File: src/rtl/pipe_skid_reg_if.sv
// Handshake bundle for pipe_skid_reg: upstream offer side
// and downstream head side of the buffer.
interface pipe_skid_reg_if #(
  parameter int DATA_W = 32,
  parameter int EXC_W  = 9
);
  logic              in_valid;
  logic              in_ready;
  logic [DATA_W-1:0] in_data;
  logic [EXC_W-1:0]  in_exc;
  logic              out_valid;
  logic              out_ready;
  logic [DATA_W-1:0] out_data;
  logic [EXC_W-1:0]  out_exc;
  logic              out_exc_any;

  // Environment side: offers entries and takes the head.
  modport master (
    output in_valid, in_data, in_exc, out_ready,
    input  in_ready, out_valid, out_data, out_exc, out_exc_any
  );

  // Buffer side.
  modport slave (
    input  in_valid, in_data, in_exc, out_ready,
    output in_ready, out_valid, out_data, out_exc, out_exc_any
  );
endinterface

File: src/rtl/pipe_skid_reg.sv
// Registered pipeline buffer: small circular FIFO of {data, exc}
// entries with flush, occupancy and saturating flush accounting.
module pipe_skid_reg #(
  parameter int DATA_W = 32,
  parameter int EXC_W  = 9,
  parameter int DEPTH  = 2
) (
  input  logic                     clk,
  input  logic                     rst,
  input  logic                     flush,
  pipe_skid_reg_if.slave           bus,
  output logic [$clog2(DEPTH):0]   count,
  output logic [7:0]               flushed_cnt
);
  localparam int AW = $clog2(DEPTH);
  localparam int CW = AW + 1;

  logic [DATA_W-1:0] data_mem [DEPTH];
  logic [EXC_W-1:0]  exc_mem  [DEPTH];
  logic [AW-1:0]     wr_ptr;
  logic [AW-1:0]     rd_ptr;

  logic              push;
  logic              pop;
  logic              full;
  logic              empty;
  logic [8:0]        fl_sum;
  logic [7:0]        fl_next;

  // in_ready depends only on stored occupancy, never on out_ready/flush.
  assign full  = (count == CW'(DEPTH));
  assign empty = (count == '0);

  assign push = bus.in_valid && !full && !flush;
  assign pop  = !empty && bus.out_ready && !flush;

  assign bus.in_ready    = !full;
  assign bus.out_valid   = !empty;
  assign bus.out_data    = data_mem[rd_ptr];
  assign bus.out_exc     = exc_mem[rd_ptr];
  assign bus.out_exc_any = !empty && (exc_mem[rd_ptr] != '0);

  // Flush accounting adds the entries held at the edge, capped at 255.
  assign fl_sum  = {1'b0, flushed_cnt} + 9'(count);
  assign fl_next = fl_sum[8] ? 8'hff : fl_sum[7:0];

  // Storage writes; reset clears every entry so outputs read zero.
  always_ff @(posedge clk or posedge rst) begin
    if (rst) begin
      for (int i = 0; i < DEPTH; i++) begin
        data_mem[i] <= '0;
        exc_mem[i]  <= '0;
      end
    end else if (push) begin
      data_mem[wr_ptr] <= bus.in_data;
      exc_mem[wr_ptr]  <= bus.in_exc;
    end
  end

  // Pointer and occupancy update; flush wins over push and pop.
  always_ff @(posedge clk or posedge rst) begin
    if (rst) begin
      wr_ptr <= '0;
      rd_ptr <= '0;
      count  <= '0;
    end else if (flush) begin
      wr_ptr <= '0;
      rd_ptr <= '0;
      count  <= '0;
    end else begin
      if (push) wr_ptr <= wr_ptr + AW'(1);
      if (pop)  rd_ptr <= rd_ptr + AW'(1);
      if (push && !pop)      count <= count + CW'(1);
      else if (pop && !push) count <= count - CW'(1);
    end
  end

  // Saturating count of entries discarded by flush (not by reset).
  always_ff @(posedge clk or posedge rst) begin
    if (rst)        flushed_cnt <= '0;
    else if (flush) flushed_cnt <= fl_next;
  end
endmodule

File: src/flat_wrapper.sv
// flat-port wrapper written by rule: the top's interface ports become plain ports
module pipe_skid_reg_flat 
#(
  parameter int DATA_W = 32,
  parameter int EXC_W  = 9,
  parameter int DEPTH  = 2
)
  (clk, rst, flush, count, flushed_cnt, bus_in_valid, bus_in_data, bus_in_exc, bus_out_ready, bus_in_ready, bus_out_valid, bus_out_data, bus_out_exc, bus_out_exc_any);
  pipe_skid_reg_if #(.DATA_W(DATA_W), .EXC_W(EXC_W)) bus_i ();
  input  logic clk;
  input  logic rst;
  input  logic flush;
  output logic [$clog2(DEPTH):0] count;
  output logic [7:0] flushed_cnt;
  input wire logic [$bits(bus_i.in_valid)-1:0] bus_in_valid;
  input wire logic [$bits(bus_i.in_data)-1:0] bus_in_data;
  input wire logic [$bits(bus_i.in_exc)-1:0] bus_in_exc;
  input wire logic [$bits(bus_i.out_ready)-1:0] bus_out_ready;
  output wire logic [$bits(bus_i.in_ready)-1:0] bus_in_ready;
  output wire logic [$bits(bus_i.out_valid)-1:0] bus_out_valid;
  output wire logic [$bits(bus_i.out_data)-1:0] bus_out_data;
  output wire logic [$bits(bus_i.out_exc)-1:0] bus_out_exc;
  output wire logic [$bits(bus_i.out_exc_any)-1:0] bus_out_exc_any;
  assign bus_i.in_valid = bus_in_valid;
  assign bus_i.in_data = bus_in_data;
  assign bus_i.in_exc = bus_in_exc;
  assign bus_i.out_ready = bus_out_ready;
  assign bus_in_ready = bus_i.in_ready;
  assign bus_out_valid = bus_i.out_valid;
  assign bus_out_data = bus_i.out_data;
  assign bus_out_exc = bus_i.out_exc;
  assign bus_out_exc_any = bus_i.out_exc_any;
  pipe_skid_reg #(.DATA_W(DATA_W), .EXC_W(EXC_W), .DEPTH(DEPTH)) u_core (.clk(clk), .rst(rst), .flush(flush), .bus(bus_i), .count(count), .flushed_cnt(flushed_cnt));
endmodule
File: config.mk
export PLATFORM = sky130hd
export DESIGN_NAME = pipe_skid_reg_flat
export DESIGN_NICKNAME = d
export VERILOG_FILES = /design/src/rtl/pipe_skid_reg_if.sv /design/src/rtl/pipe_skid_reg.sv /design/src/flat_wrapper.sv
export SDC_FILE = /design/constraint.sdc
export NUM_CORES = 1
export LEC_CHECK = 0
export ABC_AREA = 1
export BUFFER_PORTS_ARGS = -buffer_cell sky130_fd_sc_hd__buf_4
export CAP_MARGIN = 20
export CORE_MARGIN = 2
export CORE_UTILIZATION = 49
export CTS_CLUSTER_DIAMETER = 150
export CTS_CLUSTER_SIZE = 16
export DETAILED_ROUTE_END_ITERATION = 12
export PLACE_DENSITY = 0.76
export SLEW_MARGIN = 20
export SYNTH_ARGS = -nofsm -noshare
export SYNTH_HDL_FRONTEND = slang
export SYNTH_SLANG_ARGS = --single-unit
File: constraint.sdc
create_clock -name clk -period 2.3 [get_ports clk]
set_input_delay 0.115 -clock clk [delete_from_list [all_inputs] [get_ports clk]]
set_output_delay 0.115 -clock clk [all_outputs]
set_load 0.1 [all_outputs]
==> impl_metrics.env <==
export IMPL_clkLatencyLatePin_ns=0.35
export IMPL_areaGrowthSynthToFinish_pct=24.3
export IMPL_cts_setup_buffers=0
export IMPL_syn_num_nets=594
export IMPL_rows=34
export IMPL_setup_viol=0
export IMPL_end_kind="output pin"
export IMPL_critPathMaxFanout=22
export IMPL_synth_compound_area_share_pct=14.2
export IMPL_fin_skew_ns=0.00902
export IMPL_grt_pass1_wl_mm=15.6
export IMPL_grt_use_met3_pct=3.72
export IMPL_die_y_um=99.2
export IMPL_required_ns=2.18
export IMPL_via_count=3637
export IMPL_portBuffers=99
export IMPL_antenna_found_initial=0
export IMPL_cts_clk_slew_worst_paths_ns=0.09
export IMPL_drt_total_wl_mm=9.22
export IMPL_core_region_area_um2=8760
export IMPL_min_to="u_core.exc_mem[11]$_DFFE_PP0P_"
export IMPL_synthSimpleGateAreaFrac_pct=21.3
export IMPL_via_per_inst=4.82
export IMPL_synthXorXnorAreaFrac_pct=0.395
export IMPL_crit_arrival_ns=1.89
export IMPL_p_leak_nw=3.06
export IMPL_drv_cap=0
export IMPL_rsz0062_at_grt="false"
export IMPL_antenna_left=0
export IMPL_holdPathStages=3
export IMPL_tns_ns=0
export IMPL_cts_tree="yes"
export IMPL_globalplace_congestion=0.793
export IMPL_irDropWorstVdd_mv=1.07
export IMPL_drt_iter0_markers=185
export IMPL_clock_sinks=94
export IMPL_dr_pass1_iters=4
export IMPL_route_detailed_drc=0
export IMPL_path_cells="clkinv_1 -> buf_4 -> nand2_1 -> o21ai_0 -> nand3_1 -> nor2_1 -> a21boi_4 -> buf_4"
export IMPL_netlist_area_um2=4440
export IMPL_cts_buffer_depth=2
export IMPL_finish_utilization_pct=62.9
export IMPL_cts_buffers_inserted=9
export IMPL_synth_top_family_by_area="simple AND/OR/NAND/NOR gates"
export IMPL_dp_worst_setup_slack_ns=0.513
export IMPL_fp_dieArea_um2=9830
export IMPL_outcome="finished clean"
export IMPL_avgSynthCellArea_um2=8.14
export IMPL_initial_core_util_pct=50.6
export IMPL_rr_startpoint="u_core.count[0]$_DFFE_PP0P_"
export IMPL_synthCells=545
export IMPL_slowest_stage="dfrtp_1"
export IMPL_synthMuxAreaShare_pct=0
export IMPL_worst_slack_ns=0.299
export IMPL_worstMarginPinSlew_ns=0.519
export IMPL_nNetsFinal=690
export IMPL_power_density_nw_per_um2=1540
export IMPL_dp_hpwl_mm=6.27
export IMPL_die_w_um=99.2
export IMPL_synth_fa_ha_area_share_pct=1.02
export IMPL_global_route_usage_met2_pct=30.5
export IMPL_final_hold_viol_count=0
export IMPL_grt_overflow=0
export IMPL_yosys_warnings=0
export IMPL_htree_levels=3
export IMPL_setup_worst_path_start_class="flip-flop"
export IMPL_ys_ff_latch=94
export IMPL_wl_per_cell_um=12.2
export IMPL_gr_usage_all_layers_pct=19.6
export IMPL_drive_gt1_share_pct=26.3
export IMPL_criticalPathCategory="flip-flop to output pin"
export IMPL_grt_pass1_vias=3464
export IMPL_grt_start_max_net_pins=95
export IMPL_slew_headroom_pct=65.4
export IMPL_r2r_setup_slack_ns=0.49
export IMPL_grt_util_met1_pct=27.4
export IMPL_final_area_um2=5520
export IMPL_period_share_pct=87.0
export IMPL_reg2reg_to="u_core.flushed_cnt[4]$_DFFE_PP0P_"
export IMPL_fin_crit_ns=2.00
export IMPL_diodes=0
export IMPL_timing_hold_ws_ns=0.0139
export IMPL_cp_common_cell="buf_4"
export IMPL_min_from="bus_in_exc[2]"
export IMPL_synth_cell_types=25
export IMPL_drv_slew=0
export IMPL_clockRootBuffer="clkbuf_8"
export IMPL_worst_r2r_cell_count=8
export IMPL_critPathBufInv=3
export IMPL_synth_seq_area_share_pct=53.0
export IMPL_cp_top_family="buffers and inverters"
export IMPL_hp_class="input port to flip-flop"
export IMPL_slowest_delay_ns=0.41
export IMPL_max_freq_ghz=0.500
export IMPL_grt_busiest_layer="met2"
export IMPL_place_area_um2=5270
export IMPL_io_pins=100
[metal layers]
metal  routed length, um  share of wire, %
met3                 555               6.0
met4                 132               1.4
met2                4140                45
met5                   0                 0
met1                4390                48
[cell usage in the layout, fill, tap and decap left out, types with 3 or more instances in the layout]
cell type,synthesis,final
inv_1,72,71
o21ai_0,54,54
nand3_1,9,9
dfrtp_1,94,91
nor2_1,8,8
clkbuf_8,0,12
o21ai_1,11,11
buf_4,0,109
o21ai_2,32,32
dfrtp_2,0,3
nand2_1,220,218
nand2_2,1,3
[power by group]
group	internal (W)	switching (W)	total, W
Sequential	0.00226	0.000361	0.00262
Combinational	0.00103	0.00359	0.00462
Clock	0.000701	0.000550	0.00125
[Yosys cell counts, drive strengths merged]
cell	instances	share of area, %
nand2	221	19
o21ai	97	14
dfrtp	94	53
inv	74	6.3
buf	13	2.6
clkbuf	13	1.1
nand3	9	1.0
nor2	9	0.82
a21oi	3	0.42
ha	2	0.56
nand4	2	0.28
xor2	2	0.39
a21boi	1	0.17
clkinv	1	0.085
fa	1	0.45
nand3b	1	0.17
nor3	1	0.11
or2	1	0.14
[registers in the layout (all words and copies together), names as in the netlist]
name / flops
u_core.count: 2
u_core.data_mem: 64
u_core.flushed_cnt: 8
u_core.exc_mem: 18
u_core.wr_ptr: 1
u_core.rd_ptr: 1
[stage by stage]
stage,total power (W),std cells
final,0.00849,754
after global routing,0.00896,754
after CTS,0.00856,754
after detailed placement,0.00730,737
after global placement,0.00721,737
after floorplan,0.00642,545
[cell type report]
type,count,area (um2)
multi-input cells,350,1660
clock inverters,3,65.1
flip-flops and latches,94,2360
repair buffers,111,848
inverters,75,285
clock buffers,13,169
fillers,783,3250
well taps,108,135
[cells by family (layout without fill, tap and decap cells)]
group,Yosys count,after routing
xor+xnor,2,2
fa+ha+maj,3,3
buf+inv,101,202
simple gates,244,244
compound gates,101,101
flops,94,94
[how the worst max path moves through the flow]
| stage | from | endpoint | slack, ns | cells past startpoint |
|---|---|---|---|---|
| floorplan | u_core.flushed_cnt[1]$_DFFE_PP0P_ | u_core.flushed_cnt[7]$_DFFE_PP0P_ | 0.08 | 7 |
| global placement | u_core.count[0]$_DFFE_PP0P_ | u_core.flushed_cnt[7]$_DFFE_PP0P_ | 0.59 | 8 |
| detailed placement | u_core.count[0]$_DFFE_PP0P_ | u_core.flushed_cnt[4]$_DFFE_PP0P_ | 0.51 | 8 |
| CTS | u_core.rd_ptr$_DFFE_PP0P_ | bus_out_exc_any | 0.24 | 8 |
| global route | u_core.rd_ptr$_DFFE_PP0P_ | bus_out_exc_any | 0.13 | 8 |
| finish | u_core.rd_ptr$_DFFE_PP0P_ | bus_out_exc_any | 0.30 | 8 |
[worst min-delay path: stages]
cell and delay, ns:
buf_4 0.07, inv_1 0.04, o21ai_2 0.11
[what timing repair did]
action / CTS / global route
gates resized for setup: 0 / 0
hold buffers: 1 / 0
hold endpoints to repair: 94 / 0
(Power assumes the default switching activity.)
